[src/rtl/traffic_pkg.sv]
// Shared types and lamp-legality helper for the traffic lamp path.
// Lamp groups are packed as {R, Y, G}.
package traffic_pkg;

    typedef enum logic [1:0] {
        MONITOR,
        FAULT,
        RECOVER
    } state_t;

    localparam logic [1:0] NONE     = 2'd0;
    localparam logic [1:0] CONFLICT = 2'd1;
    localparam logic [1:0] MULTI    = 2'd2;
    localparam logic [1:0] DARK     = 2'd3;

    // Classify one sample of both groups; NONE means legal.
    function automatic logic [1:0] group_check(
        input logic [2:0] a,
        input logic [2:0] b
    );
        logic multi_a;
        logic multi_b;
        multi_a = (a[2] & a[1]) | (a[2] & a[0]) | (a[1] & a[0]);
        multi_b = (b[2] & b[1]) | (b[2] & b[0]) | (b[1] & b[0]);
        if ((|a[1:0]) && (|b[1:0]))
            return CONFLICT;
        else if (multi_a || multi_b)
            return MULTI;
        else if (a == 3'b000 || b == 3'b000)
            return DARK;
        else
            return NONE;
    endfunction

endpackage

[src/rtl/traffic_flasher.sv]
// Fault flash phase generator: lit on the first enabled cycle,
// then toggling every FLASH_HALF cycles while enabled.
module traffic_flasher
#(
    parameter int FLASH_HALF = 8
)(
    input  logic clk,
    input  logic rst,
    input  logic en,
    output logic phase
);

    localparam int W = $clog2(FLASH_HALF) + 1;

    logic [W-1:0] cnt;
    logic         en_q;

    // Restart lit on a rising en, count half-periods while held.
    always_ff @(posedge clk or posedge rst) begin
        if (rst) begin
            cnt   <= '0;
            phase <= 1'b1;
            en_q  <= 1'b0;
        end else begin
            en_q <= en;
            if (en && en_q) begin
                if (cnt >= W'(FLASH_HALF - 1)) begin
                    cnt   <= '0;
                    phase <= ~phase;
                end else begin
                    cnt <= cnt + W'(1);
                end
            end else begin
                cnt   <= '0;
                phase <= 1'b1;
            end
        end
    end

endmodule

[src/rtl/traffic_conflict_monitor.sv]
// Fail-safe lamp stage: registered pass-through of legal lamps,
// filtered fault latching, flashing red and all-red recovery.
module traffic_conflict_monitor
    import traffic_pkg::*;
#(
    parameter int FILTER_CYC = 4,
    parameter int FLASH_HALF = 8,
    parameter int CLEAR_HOLD = 16
)(
    input  logic       clk,
    input  logic       rst,
    input  logic       R1,
    input  logic       Y1,
    input  logic       G1,
    input  logic       R2,
    input  logic       Y2,
    input  logic       G2,
    input  logic       fault_clr,
    output logic       LR1,
    output logic       LY1,
    output logic       LG1,
    output logic       LR2,
    output logic       LY2,
    output logic       LG2,
    output logic       fault,
    output logic [1:0] fault_code
);

    localparam int FW = $clog2(FILTER_CYC) + 1;
    localparam int HW = $clog2(CLEAR_HOLD) + 1;
    localparam logic [5:0] ALL_RED = 6'b100_100;

    state_t      state;
    state_t      nstate;
    logic [FW-1:0] filt_cnt;
    logic [HW-1:0] hold_cnt;
    logic [1:0]  code;
    logic [1:0]  code_q;
    logic [5:0]  lamps;
    logic [5:0]  lamps_q;
    logic        all_red;
    logic        filt_hit;
    logic        hold_hit;
    logic        phase;

    assign lamps    = {R1, Y1, G1, R2, Y2, G2};
    assign code     = group_check(lamps[5:3], lamps[2:0]);
    assign all_red  = (lamps == ALL_RED);
    assign filt_hit = (filt_cnt >= FW'(FILTER_CYC - 1));
    assign hold_hit = (hold_cnt >= HW'(CLEAR_HOLD - 1));

    // Next-state decision from the current sample.
    always_comb begin
        nstate = state;
        unique case (state)
            MONITOR: if (code != NONE && filt_hit) nstate = FAULT;
            FAULT:   if (fault_clr) nstate = RECOVER;
            RECOVER: begin
                if (code != NONE)
                    nstate = FAULT;
                else if (all_red && hold_hit)
                    nstate = MONITOR;
            end
            default: nstate = MONITOR;
        endcase
    end

    // State register, filter/hold counters and latched fault code.
    always_ff @(posedge clk or posedge rst) begin
        if (rst) begin
            state    <= MONITOR;
            filt_cnt <= '0;
            hold_cnt <= '0;
            code_q   <= NONE;
        end else begin
            state <= nstate;
            unique case (state)
                MONITOR: begin
                    if (code == NONE) begin
                        filt_cnt <= '0;
                    end else if (filt_hit) begin
                        filt_cnt <= '0;
                        code_q   <= code;
                    end else begin
                        filt_cnt <= filt_cnt + FW'(1);
                    end
                end
                FAULT: hold_cnt <= '0;
                RECOVER: begin
                    if (code != NONE) begin
                        hold_cnt <= '0;
                        code_q   <= code;
                    end else if (all_red) begin
                        if (hold_hit) begin
                            hold_cnt <= '0;
                            code_q   <= NONE;
                        end else begin
                            hold_cnt <= hold_cnt + HW'(1);
                        end
                    end else begin
                        hold_cnt <= '0;
                    end
                end
                default: ;
            endcase
        end
    end

    // Output register: inputs in MONITOR, steady all-red otherwise.
    always_ff @(posedge clk or posedge rst) begin
        if (rst)
            lamps_q <= ALL_RED;
        else if (nstate == MONITOR)
            lamps_q <= lamps;
        else
            lamps_q <= ALL_RED;
    end

    traffic_flasher #(
        .FLASH_HALF (FLASH_HALF)
    ) u_flasher (
        .clk   (clk),
        .rst   (rst),
        .en    (nstate == FAULT),
        .phase (phase)
    );

    assign LR1 = (state == FAULT) ? phase : lamps_q[5];
    assign LY1 = (state == FAULT) ? 1'b0  : lamps_q[4];
    assign LG1 = (state == FAULT) ? 1'b0  : lamps_q[3];
    assign LR2 = (state == FAULT) ? phase : lamps_q[2];
    assign LY2 = (state == FAULT) ? 1'b0  : lamps_q[1];
    assign LG2 = (state == FAULT) ? 1'b0  : lamps_q[0];

    assign fault      = (state != MONITOR);
    assign fault_code = code_q;

endmodule

[config.mk]
export PLATFORM = sky130hd
export DESIGN_NAME = traffic_conflict_monitor
export DESIGN_NICKNAME = d
export VERILOG_FILES = /design/src/rtl/traffic_pkg.sv /design/src/rtl/traffic_flasher.sv /design/src/rtl/traffic_conflict_monitor.sv
export SDC_FILE = /design/constraint.sdc
export NUM_CORES = 1
export LEC_CHECK = 0
export CAP_MARGIN = 25
export CORE_MARGIN = 3
export CORE_UTILIZATION = 55
export CTS_CLUSTER_DIAMETER = 100
export DETAILED_ROUTE_END_ITERATION = 12
export PLACE_DENSITY_LB_ADDON = 0.15
export SETUP_SLACK_MARGIN = 0.4
export SLEW_MARGIN = 0
export SYNTH_ARGS = -nofsm -noshare
export SYNTH_HDL_FRONTEND = slang
export SYNTH_HIERARCHICAL = 1
export SYNTH_SLANG_ARGS = --single-unit
[constraint.sdc]
create_clock -name clk -period 2.55 [get_ports clk]
set_input_delay 0.51 -clock clk [delete_from_list [all_inputs] [get_ports clk]]
set_output_delay 0.51 -clock clk [all_outputs]
set_load 0.02 [all_outputs]
== Word level (Yosys, flattened, before mapping) ==
Cells that the tools add are included.

* Flip-flop bits (word level): 24
* Logic and storage cells: 83

* Add/sub/neg operators: 3
* Order comparisons: 3
* Equality and inequality tests: 9
* Mux-type cells: 31
* Bitwise operators: 11
* Reduce and logical (&&, ||, !) cells: 18

{| class="wikitable"
|+ Operator list
! cell !! count
|-
| 2-to-1 mux 2 bit || 12
|-
| 2-to-1 mux 5 bit || 3
|-
| one-hot mux 5 bit (2 select lines) || 1
|-
| 2-to-1 mux 1 bit || 8
|-
| 2-to-1 mux 4 bit || 2
|-
| nonzero test 2 bit || 4
|-
| bitwise AND 1 bit || 6
|-
| equality test 6 bit (second input constant) || 1
|-
| logical NOT 2 bit || 3
|-
| logical NOT 3 bit || 2
|-
| 2-to-1 mux 3 bit || 2
|-
| 2-to-1 mux 6 bit || 1
|-
| != test 2 bit (second input constant) || 3
|-
| != test 3 bit (second input constant) || 2
|-
| one-hot mux 2 bit (3 select lines) || 1
|-
| adder 5 x 1 -> 5 bit (second input constant) || 1
|-
| greater-or-equal comparator 5 x 4 -> 1 bit (second input constant) || 1
|-
| AND reduction 5 bit || 1
|-
| adder 4 x 1 -> 4 bit (second input constant) || 1
|-
| equality test 2 x 1 -> 1 bit (second input constant) || 2
|-
| greater-or-equal comparator 4 x 3 -> 1 bit (second input constant) || 1
|-
| logical AND 1 bit || 4
|-
| bitwise OR 1 bit || 4
|-
| one-hot mux 2 bit (2 select lines) || 1
|-
| 6 further kinds || 8
|}

== Longest topological paths before layout ==
Gate-level depths: netlist (run 1).

* Depth in word-level cells: 13
* Mapped depth: 10
* Gate-level depth less buffers: 10

== Hierarchy ==
Netlist (run 1), hierarchy kept.

{| class="wikitable"
|+ Modules (own cells, without submodules)
! module !! instances !! cells each !! area an instance (µm²) !! sequential area each (µm²)
|-
| traffic_conflict_monitor || 1 || 150 || 1323.8 || 452.9
|-
| traffic_flasher || 1 || 20 || 239.0 || 151.4
|}

== Worst setup path after synthesis (run 1) ==
No wires, ideal clock.

* Path kind: input to register
* From: input port R2
* To: register u_flasher.phase
* Arrival time: 2.170 ns
* Required time: 2.468 ns
* Setup slack: 0.298 ns
* Cell stages on the path: 8
* Path buffers: 1
* Cell sequence: buf_6 xor2_1 a32oi_2 a21oi_2 o31a_4 a211oi_2 nand3b_1 mux2_4

* Cells in the longest elaborated chain, start to end: 13
* Elaborated cells on any way between the ends: 22

{| class="wikitable"
|+ RTL lines
! item !! line !! text
|-
| from (decl) || traffic_conflict_monitor.sv:15 || <nowiki>input logic R2,</nowiki>
|-
| bitwise AND 1 bit || traffic_pkg.sv:24 || <nowiki>multi_b = (b[2] & b[1]) | (b[2] & b[0]) | (b[1] & b[0]);</nowiki>
|-
| bitwise OR 1 bit (2 in a row) || traffic_pkg.sv:24 ||
|-
| logical OR 1 bit || traffic_pkg.sv:27 || <nowiki>else if (multi_a || multi_b)</nowiki>
|-
| 2-to-1 mux 2 bit || traffic_pkg.sv:27 ||
|-
| 2-to-1 mux 2 bit || traffic_pkg.sv:25 || <nowiki>if ((|a[1:0]) && (|b[1:0]))</nowiki>
|-
| nonzero test 2 bit || traffic_conflict_monitor.sv:56, traffic_conflict_monitor.sv:59 ||
|-
| logical AND 1 bit || traffic_conflict_monitor.sv:56 || <nowiki>MONITOR: if (code != NONE && filt_hit) nstate = FAULT;</nowiki>
|-
| 2-to-1 mux 2 bit || traffic_conflict_monitor.sv:56 ||
|-
| one-hot mux 2 bit (3 select lines) * || traffic_conflict_monitor.sv:55 || <nowiki>unique case (state)</nowiki>
|-
| equality test 2 x 1 -> 1 bit * || traffic_conflict_monitor.sv:124 || <nowiki>.en (nstate == FAULT),</nowiki>
|-
| logical AND 1 bit * || traffic_flasher.sv:26 || <nowiki>if (en && en_q) begin</nowiki>
|-
| != test 2 bit (no line) / 2-to-1 mux 1 bit (equally long branches) || -- ||
|-
| to (signal assigned) || traffic_flasher.sv:29 || <nowiki>phase <= ~phase;</nowiki>
|-
| to (decl) || traffic_flasher.sv:10 || <nowiki>output logic phase</nowiki>
|}

Every way passes the cells marked *; elsewhere a longest branch is shown, timed or not.
A chain may end at the register's enable or synchronous reset.

== Worst setup path after layout (run 1) ==
* From: input port R1
* To: register u_flasher.phase

* Cells in the longest elaborated chain, start to end: 13
* Elaborated cells on any way between the ends: 22

{| class="wikitable"
|+ RTL lines
! item !! line !! text
|-
| from (decl) || traffic_conflict_monitor.sv:12 || <nowiki>input logic R1,</nowiki>
|-
| bitwise AND 1 bit || traffic_pkg.sv:23 || <nowiki>multi_a = (a[2] & a[1]) | (a[2] & a[0]) | (a[1] & a[0]);</nowiki>
|-
| bitwise OR 1 bit (2 in a row) || traffic_pkg.sv:23 ||
|-
| logical OR 1 bit || traffic_pkg.sv:27 ||
|-
| 2-to-1 mux 2 bit || traffic_pkg.sv:27 ||
|-
| 2-to-1 mux 2 bit || traffic_pkg.sv:25 ||
|-
| nonzero test 2 bit || traffic_conflict_monitor.sv:56, traffic_conflict_monitor.sv:59 ||
|-
| logical AND 1 bit || traffic_conflict_monitor.sv:56 ||
|-
| 2-to-1 mux 2 bit || traffic_conflict_monitor.sv:56 ||
|-
| one-hot mux 2 bit (3 select lines) * || traffic_conflict_monitor.sv:55 ||
|-
| equality test 2 x 1 -> 1 bit * || traffic_conflict_monitor.sv:124 ||
|-
| logical AND 1 bit * || traffic_flasher.sv:26 ||
|-
| != test 2 bit (no line) / 2-to-1 mux 1 bit (equally long branches) || -- ||
|}

Marked as above.

==> flow_summary.json, run 1 <==
{
  "synthDistinctLibCells": 47,
  "gr-usage-all-layers": 0.2373,
  "vias": 1460,
  "grt_overflow": 0,
  "drv_slew": 0,
  "critPathLaunchType": "input port",
  "cp.arrival_ns": 2.54,
  "tritoncts": "done",
  "status": "finished clean",
  "synth_edf_count": 0,
  "fin_util": 0.7957,
  "synth_area_leaders": "dfrtp_1 (34%), ha_1 (7.2%), dfstp_2 (5.0%)",
  "num_rows": 18,
  "area_growth_syn_to_layout_pct": 31.87,
  "fin_skew_ns": 0.007524,
  "min_period_ns": 2.275,
  "start_util": 0.6034,
  "cts_max_level": 1,
  "grt_max_degree": 19,
  "die_height_um": 59.31,
  "postCtsHoldBufs": 0,
  "power.internal_w": 0.001174,
  "setup_violations": 0,
  "met2WireLength_mm": 1.918,
  "yosys.area_share.xor_xnor": 0.005604,
  "slew-limit-headroom": 0.5460,
  "synthMuxAreaShare": 0.02242,
  "cp_max_fo": 10,
  "cts-root-buf": "clkbuf_4",
  "hpwl_mm": 2.765,
  "grt_pass1_wl_mm": 6.389,
  "grt_pass1_vias": 1486,
  "drive_gt1_frac": 0.2808,
  "rsz0062_at_grt": "true",
  "max_freq_ghz": 0.4395,
  "syn-cell-area_um2": 1563,
  "p_switching_w": 0.0008190,
  "synth_top_family_by_area": "compound AO/OA/AOI/OAI gates",
  "dr.pass1.iters": 4,
  "maxCapViolCount": 0,
  "clockBufferDepth": 2,
  "synth_simple_gate_area_share": 0.1849,
  "io_pins": 18,
  "synth_seq_area_share": 0.3867,
  "synthArstFlopShare": 1.000,
  "antennaDiodeCount": 0,
  "cp-end-kind": "flop",
  "clk_latency_ns": 0.33,
  "drc_errors": 0,
  "fin_setup_tns_ns": 0,
  "cts_sinks": 24,
  "routed_wl_mm": 3.842,
  "dr.max_layer_used": "met4",
  "clk_pin_slew_worst_paths_ns": 0.13,
  "gp_congestion": 0.8736,
  "startpoint": "R1",
  "drtIter0Drc": 64,
  "synth_ff_type": "dfrtp_1",
  "swShare": 0.4110,
  "syn_inst": 170,
  "worstPathRequired_ns": 2.82,
  "synth_fa_ha_area_frac": 0.07206,
  "dieWidth_um": 59.31,
  "worstHoldPathType": "in2async",
  "power.share.clock": 0.141,
  "power_density_nw_per_um2": 967.0,
  "die_area_um2": 3517,
  "combPwrFrac": 0.576,
  "nets": 222,
  "antenna_found_initial": 0,
  "seq_power_share": 0.283,
  "final.period_utilization": 0.8923,
  "io_buffers": 17,
  "ir_drop_uv": 908.3,
  "leakage_nw": 0.9011,
  "synth.largest_area_cell": "dfrtp_1",
  "max_slew.worst_pin.slew_ns": 0.6802,
  "hold_viol": 0,
  "core-area_um2": 2590,
  "cts-buffers-inserted": 3,
  "route.antenna.remaining_nets": 0,
  "postSynthAreaPerCell_um2": 9.193,
  "ys_warn_count": 6,
  "rr_startpoint": "hold_cnt[0]",
  "path_class": "in2reg",
  "post_drt_wl_per_cell_um": 16.49,
  "synth_top_area_share": 0.3363,
  "via_per_inst": 6.266,
  "synth_compound_area_frac": 0.2594,
  "wl_met3_um": 205,
  "ys_seq_elements": 24,
  "syn-num-nets": 188,
  "wl_met1_mm": 1.611
}
-- timing repair --
item	CTS	global route
pin swaps	10	3
buffers inserted	4	2
endpoints found under the setup margin	14	15
resized for setup	23	18
-- per-layer routing --
layer,vias up,global-route usage
met4,0,0.1036
met3,13,0.03486
li1,688,-
met1,715,0.2953
met2,44,0.4041
met5,-,0
-- area by class of cell --
cell class | instances | area [µm²]
Clock buffer | 3 | 22.52
Clock inverter | 1 | 30.03
Fill cell | 170 | 529.3
Inverter | 16 | 60.06
Multi-Input combinational cell | 122 | 998.5
Sequential cell | 24 | 605.6
Tap cell | 30 | 37.54
Timing Repair Buffer | 37 | 306.5
-- synth_stat cells, drive strengths merged (2+ instances only) --
cell,n
dfrtp,21
inv,16
nand2,14
o21ai,13
ha,9
nor2,9
a211oi,7
nor2b,7
nor3,7
a21oi,6
nand3,6
buf,5
nand4,4
a211o,3
a21o,3
a2bb2oi,3
clkbuf,3
dfstp,3
nand3b,3
o211ai,3
a2111oi,2
mux2i,2
o22ai,2
o2bb2ai,2
-- registers in the layout, summed over array words and instances, names as in the netlist --
signal,flops
hold_cnt,5
lamps_q,6
u_flasher/cnt,4
state,2
fault_code,2
u_flasher/phase,1
filt_cnt,3
u_flasher/en_q,1
-- critical path, stage by stage --
cell and delay [ns]:
clkdlybuf4s50_1 0.52, buf_4 0.23, and4_1 0.22, nor2_1 0.19, nand2_1 0.14, a211oi_4 0.33
nand3b_1 0.12, mux2_4 0.28
-- placed cells by master, fill, tap and decap left out, drive strengths merged, types with 2 or more instances in the layout --
master and count:
o211ai 3, dfstp 3, clkdlybuf4s50 8, a2bb2oi 3
nand3b 3, nand2 14, a211oi 7, o22ai 2
nor2b 7, nand4 4, nand3 6, ha 9
dlygate4sd2 4, clkbuf 6, a21o 3, buf 20
a211o 3, o2bb2ai 2, nor3 7, mux2i 2
o21ai 13, a2111oi 2, dfrtp 21, a21oi 6
inv 16, nor2 9
-- through the flow --
step	worst slack, ns	power (W)	area [µm²]	cells	hold slack [ns]
after floorplan	0.4090	0.001264	1597	170	0.3002
after global placement	0.005060	0.001566	1862	223	0.4600
after detailed placement	-0.08977	0.001604	1862	223	0.4710
after CTS	0.2913	0.001915	2006	231	0.4098
after global routing	0.1963	0.002112	2061	233	0.4247
final	0.2746	0.001993	2061	233	0.4031
-- worst paths after layout --
kind	endpoint	slack (ns)	cells after the start
max	u_flasher/phase	0.27	8
min	u_flasher/cnt[0]	0.40	2
max reg2reg	u_flasher/phase	0.28	11
min reg2reg	u_flasher/cnt[0]	0.51	1
max in group asynchronous	state[0]	1.49	2
min in group clk	u_flasher/cnt[0]	0.51	1
-- cells by family (layout without fill, tap and decap cells) --
kind of cell,Yosys count,count (layout)
and+or+nand+nor,56,56
DFF,24,24
AOI/OAI and AO/OA,53,53
adders and majority gates,9,9
xor gates and xnor gates,1,1
buffers and inverters,24,57
muxes,3,3
-- power by group through the flow --
| stage | clock network (W) | registers [W] | logic [W] |
|---|---|---|---|
| floorplan | 0 | 0.000572 | 0.000692 |
| finish | 0.000281 | 0.000564 | 0.00115 |
| CTS | 0.000280 | 0.000564 | 0.00107 |
| detailed placement | 0 | 0.000570 | 0.00103 |
| global route | 0.000297 | 0.000575 | 0.00124 |
| global placement | 0 | 0.000561 | 0.00100 |
(Power assumes the default switching activity.)
==> run 2, diff against run 1 <==
- CORE_MARGIN: 3 -> not set
==> run 2 against run 1 <==
  * Cell count increased by 0.86%
  * Critical path depth increased by 3
  * Clock-buffer cell count unchanged
  * Largest power group unchanged
  * Largest cell class unchanged
  * Highest routed layer unchanged
==> flow_summary.json, run 2 (same netlist as run 1, synthesis figures left out) <==
{
  "max_slew.worst_pin.slew_ns": 0.7129,
  "slew-limit-headroom": 0.5242,
  "maxCapViolCount": 0,
  "ff2ff_setup_slack_ns": 0.24,
  "grt_overflow": 0,
  "gr-usage-all-layers": 0.2861,
  "cp-end-kind": "flop",
  "clockBufferDepth": 2,
  "drive_gt1_frac": 0.2927,
  "layout_common_cells": "dfrtp_1 (21), buf_4 (20), inv_1 (15)",
  "antennaDiodeCount": 0,
  "startpoint": "hold_cnt[1]",
  "tritoncts": "done",
  "drc_errors": 0,
  "clk_latency_ns": 0.32,
  "final.period_utilization": 0.9052,
  "gp_congestion": 0.8586,
  "grt_max_degree": 19,
  "cp.arrival_ns": 2.57,
  "hold_ws_ns": 0.4113,
  "routed_wl_mm": 4.378,
  "cts_sinks": 24,
  "worstPathRequired_ns": 2.82,
  "antenna_found_initial": 0,
  "postCtsHoldBufs": 0,
  "post_drt_wl_per_cell_um": 18.63,
  "regMostFlops": "lamps_q",
  "cts-root-buf": "clkbuf_4",
  "critical_path_buf_inv_count": 1,
  "fin_ws_ns": 0.2417,
  "fin_skew_ns": 0.002522,
  "grt_pass1_wl_mm": 7.017,
  "largest_reg_flops": 6,
  "core-area_um2": 2590,
  "clk_pin_slew_worst_paths_ns": 0.13,
  "crit_family": "compound AO/OA/AOI/OAI gates",
  "num_rows": 18,
  "worstRegToRegCells": 11,
  "reg_top3": "lamps_q x6, hold_cnt x5, u_flasher/cnt x4",
  "cp_max_fo": 4,
  "status": "finished clean",
  "rsz0062_at_grt": "true",
  "drtIter0Drc": 62,
  "dr.pass1.iters": 4,
  "drv_slew": 0,
  "grt_pass1_vias": 1466,
  "fillers": 161,
  "fin_setup_tns_ns": 0,
  "path_class": "reg2reg",
  "worstHoldPathType": "in2async",
  "hold_viol": 0,
  "min_period_ns": 2.308,
  "vias": 1511,
  "io_buffers": 17,
  "power.total_w": 0.002103,
  "final_common_cell": "dfrtp_1",
  "route.antenna.remaining_nets": 0,
  "area_growth_syn_to_layout_pct": 34.27,
  "pre_cts_slack_ns": -0.1026,
  "die_height_um": 55.31,
  "dieWidth_um": 55.31,
  "fin_util": 0.8101,
  "rr_startpoint": "hold_cnt[1]",
  "max_freq_ghz": 0.4332,
  "critPathLaunchType": "flop",
  "regToRegEndpoint": "u_flasher/phase",
  "hpwl_mm": 2.683,
  "cts_max_level": 1,
  "path_cells": "ha_2 > and3_4 > ha_4 > nor2_4 > buf_6 > a2111oi_4 > o21ai_2 > o31a_4 > a211oi_4 > nand3b_1 > mux2_4",
  "setup_violations": 0,
  "via_per_inst": 6.430,
  "ir_drop_uv": 866.3,
  "start_util": 0.6034,
  "critPathMaxStageDelay_ns": 0.38,
  "die_area_um2": 3059,
  "io_pins": 18,
  "slowest_stage": "dfrtp_1",
  "nets": 224,
  "cts-buffers-inserted": 3,
  "leakage_nw": 0.9180,
  "power_density_nw_per_um2": 1002
}
## run 2: changes by cell type in the layout (fill, tap and decap cells not counted)
| cell | previous run | this run |
|---|---|---|
| buf_4 | 19 | 20 |
| buf_6 | 1 | 2 |
| clkbuf_2 | 3 | 2 |
| clkdlybuf4s15_1 | 1 | 0 |
| clkdlybuf4s50_1 | 8 | 9 |
| dfrtp_1 | 20 | 21 |
| dfrtp_2 | 1 | 0 |
| dlygate4sd2_1 | 4 | 6 |
| dlymetal6s2s_1 | 1 | 0 |
| nor2_1 | 7 | 8 |
| nor2_2 | 1 | 0 |
| o21ai_1 | 4 | 0 |
| o21ai_2 | 1 | 4 |
| o21ai_4 | 0 | 1 |
## run 2: timing repair
item,in CTS,in global routing
resized for setup,23,18
gates cloned,0,0
setup endpoints to repair,14,17
setup buffers,6,2
pin swaps,10,5
## run 2: how the worst max path moves through the flow
stage	end	slack, ns	cells after the start
global route	u_flasher/phase	0.18	11
floorplan	u_flasher/phase	0.41	9
CTS	fault	0.27	4
detailed placement	u_flasher/phase	-0.10	8
finish	u_flasher/phase	0.24	11
global placement	u_flasher/phase	0.01	8
## run 2: layout make-up
cell class	count	area, µm²	share of cell area
Clock buffer	3	22.52	0.01073
Clock inverter	1	30.03	0.01431
Inverter	16	60.06	0.02862
Multi-Input combinational cell	122	1018	0.4854
Sequential cell	24	604.3	0.2880
Tap cell	30	37.54	0.01789
Timing Repair Buffer	39	325.3	0.1550
## run 2: report_power, final
group          switching, W  internal, W  total (W)
Clock              0.000118     0.000159   0.000277
Sequential        0.0000750     0.000496   0.000571
Combinational      0.000693     0.000562    0.00126
Total              0.000886      0.00122    0.00210
## run 2: per-stage QoR
step | area (µm²) | std cells
finish | 2098 | 235
global route | 2098 | 235
CTS | 2023 | 233
detailed placement | 1862 | 223
global placement | 1862 | 223
floorplan | 1597 | 170
## run 2: per-layer routing
layer / track usage / part of all wire / routed length [µm]
met1: 0.3824 / 0.43 / 1865
met2: 0.4613 / 0.50 / 2183
met3: 0.05855 / 0.059 / 257
met4: 0.1000 / 0.016 / 71
met5: 0 / 0 / 0
==> run 3, diff against run 2 <==
- CORE_UTILIZATION: 55 -> 60
- DONT_BUFFER_PORTS: not set -> 1
==> run 3 against run 2 <==
  * Register-to-register slack about the same
  * Die area is 8.0% lower
  * Setup slack lost 0.011 ns
  * Sequential power rose by 2%
  * Core utilization down 8.3 points
  * Sequential share of layout area rose by 4.8 points
  * Largest cell class unchanged
==> flow_summary.json, run 3 (same netlist as run 1, synthesis figures left out) <==
{
  "status": "finished clean",
  "final_common_cell": "dfrtp_1",
  "power.share.clock": 0.158,
  "grt_overflow": 0,
  "drtIter0Drc": 49,
  "hpwl_mm": 2.430,
  "grt_max_degree": 19,
  "grt_pass1_vias": 1272,
  "seq_area_um2": 604.3,
  "p_switching_w": 0.0007872,
  "setup_violations": 0,
  "ir_drop_uv": 837.7,
  "antennaDiodeCount": 0,
  "num_rows": 18,
  "rsz0062_at_grt": "true",
  "clockBufferDepth": 2,
  "nets": 196,
  "clk_latency_ns": 0.33,
  "gr-usage-all-layers": 0.2717,
  "startpoint": "hold_cnt[0]",
  "vias": 1367,
  "regMostFlops": "lamps_q",
  "critPathLaunchType": "flop",
  "dr.pass1.iters": 4,
  "core-area_um2": 2477,
  "min_period_ns": 2.319,
  "routed_wl_mm": 3.840,
  "rr_startpoint": "hold_cnt[0]",
  "combPwrFrac": 0.520,
  "cp.arrival_ns": 2.59,
  "io_pins": 18,
  "max_slew.worst_pin.slew_ns": 0.6924,
  "area_growth_syn_to_layout_pct": 15.21,
  "die_height_um": 53.04,
  "ff2ff_setup_slack_ns": 0.23,
  "drc_errors": 0,
  "layout_common_cells": "dfrtp_1 (21), inv_1 (15), nand2_1 (13)",
  "leakage_nw": 0.7534,
  "hold_viol": 0,
  "tritoncts": "done",
  "fin_setup_tns_ns": 0,
  "io_buffers": 0,
  "slew-limit-headroom": 0.5379,
  "fillers": 177,
  "cts-buffers-inserted": 3,
  "start_util": 0.6308,
  "drive_gt1_frac": 0.2260,
  "reg_top3": "lamps_q x6, hold_cnt x5, u_flasher/cnt x4",
  "clk_pin_slew_worst_paths_ns": 0.15,
  "largest_reg_flops": 6,
  "drv_slew": 0,
  "path_class": "reg2reg",
  "crit_path_end": "u_flasher/phase",
  "regToRegEndpoint": "u_flasher/phase",
  "fin_skew_ns": 0.008992,
  "cts_sinks": 24,
  "worstHoldPathType": "in2async",
  "power.internal_w": 0.001027,
  "multi_input_comb_area_um2": 958.4,
  "via_per_inst": 6.604,
  "grt_pass1_wl_mm": 5.568,
  "die_area_um2": 2813,
  "power.total_w": 0.001814,
  "worstRegToRegCells": 9,
  "max_freq_ghz": 0.4312,
  "cp-end-kind": "flop",
  "cp_max_fo": 4,
  "seq_power_share": 0.322,
  "antenna_found_initial": 0,
  "swShare": 0.4339,
  "cts-root-buf": "clkbuf_4",
  "worstPathRequired_ns": 2.82,
  "cts_max_level": 1,
  "route.antenna.remaining_nets": 0,
  "dieWidth_um": 53.04,
  "final.period_utilization": 0.9095,
  "power_density_nw_per_um2": 1008,
  "maxCapViolCount": 0,
  "gp_congestion": 0.8546,
  "post_drt_wl_per_cell_um": 18.55
}
run 3: cell count changes in the layout (fill, tap and decap cells not counted), sizes merged:
cell / before / now
buf: 22 / 10
clkbuf: 5 / 3
clkdlybuf4s50: 9 / 0
dlygate4sd2: 6 / 0
dlygate4sd3: 0 / 1
run 3: power by group through the flow:
stage                     logic, W  clock network [W]  registers [W]
final                     0.000943           0.000287       0.000585
after global routing       0.00103           0.000303       0.000593
after CTS                 0.000836           0.000282       0.000580
after detailed placement  0.000804                  0       0.000588
after global placement    0.000785                  0       0.000583
after floorplan           0.000692                  0       0.000572
run 3: worst min-delay path by stage:
stage / start / to / slack [ns]
6_report: rst / lamps_q[1] / 0.15
5_1_grt: rst / lamps_q[1] / 0.20
4_1_cts: rst / lamps_q[1] / 0.18
3_5_place_dp: rst / u_flasher/cnt[2] / 0.32
3_3_place_gp: rst / u_flasher/cnt[2] / 0.32
2_1_floorplan: rst / u_flasher/cnt[0] / 0.30
run 3: timing repair:
| action | in CTS | in global routing |
|---|---|---|
| gates cloned | 0 | 0 |
| hold buffers | 1 | 0 |
| buffers inserted | 3 | 7 |
| setup endpoints to repair | 7 | 11 |
| pin swaps | 3 | 6 |
| gates resized for setup | 6 | 12 |
| endpoints found under the hold margin | 5 | 0 |
run 3: area by class of cell:
type                       count  share of cell area
timing repair buffer          11             0.04725
inverter                      16             0.03475
sequential                    24              0.3356
clock buffer                   3             0.01251
clock inverter                 1             0.01668
multi-input combinational    122              0.5323
tap                           30             0.02085
run 3: stage by stage:
step	cells	hold WS, ns	util	cell area (µm²)	setup slack, ns
floorplan	170	0.3002	-	1597	0.4090
global placement	192	0.3197	0.6404	1587	0.3501
detailed placement	192	0.3204	0.6404	1587	0.2120
CTS	200	0.1753	0.6838	1694	0.3302
global route	207	0.1996	0.7268	1800	0.2221
finish	207	0.1468	0.7268	1800	0.2309
run 3: routing by layer:
layer  part of all wire  wire length, µm  GRT usage  vias to the layer above
li1                   -                -          -                      637
met1               0.42             1625     0.3393                      659
met2               0.50             1907     0.4895                       62
met3              0.065              249    0.03448                        9
met4              0.015               59    0.06579                        0
met5                  0                0          0                        -
run 3: critical path: stages (launching register included):
cell and delay (ns):
dfrtp_1 0.43, ha_2 0.20, and3_4 0.19, ha_4 0.16
nor2_4 0.17, a211oi_4 0.11, o21a_2 0.26, a211oi_4 0.34
nand3_1 0.14, mux2_4 0.27
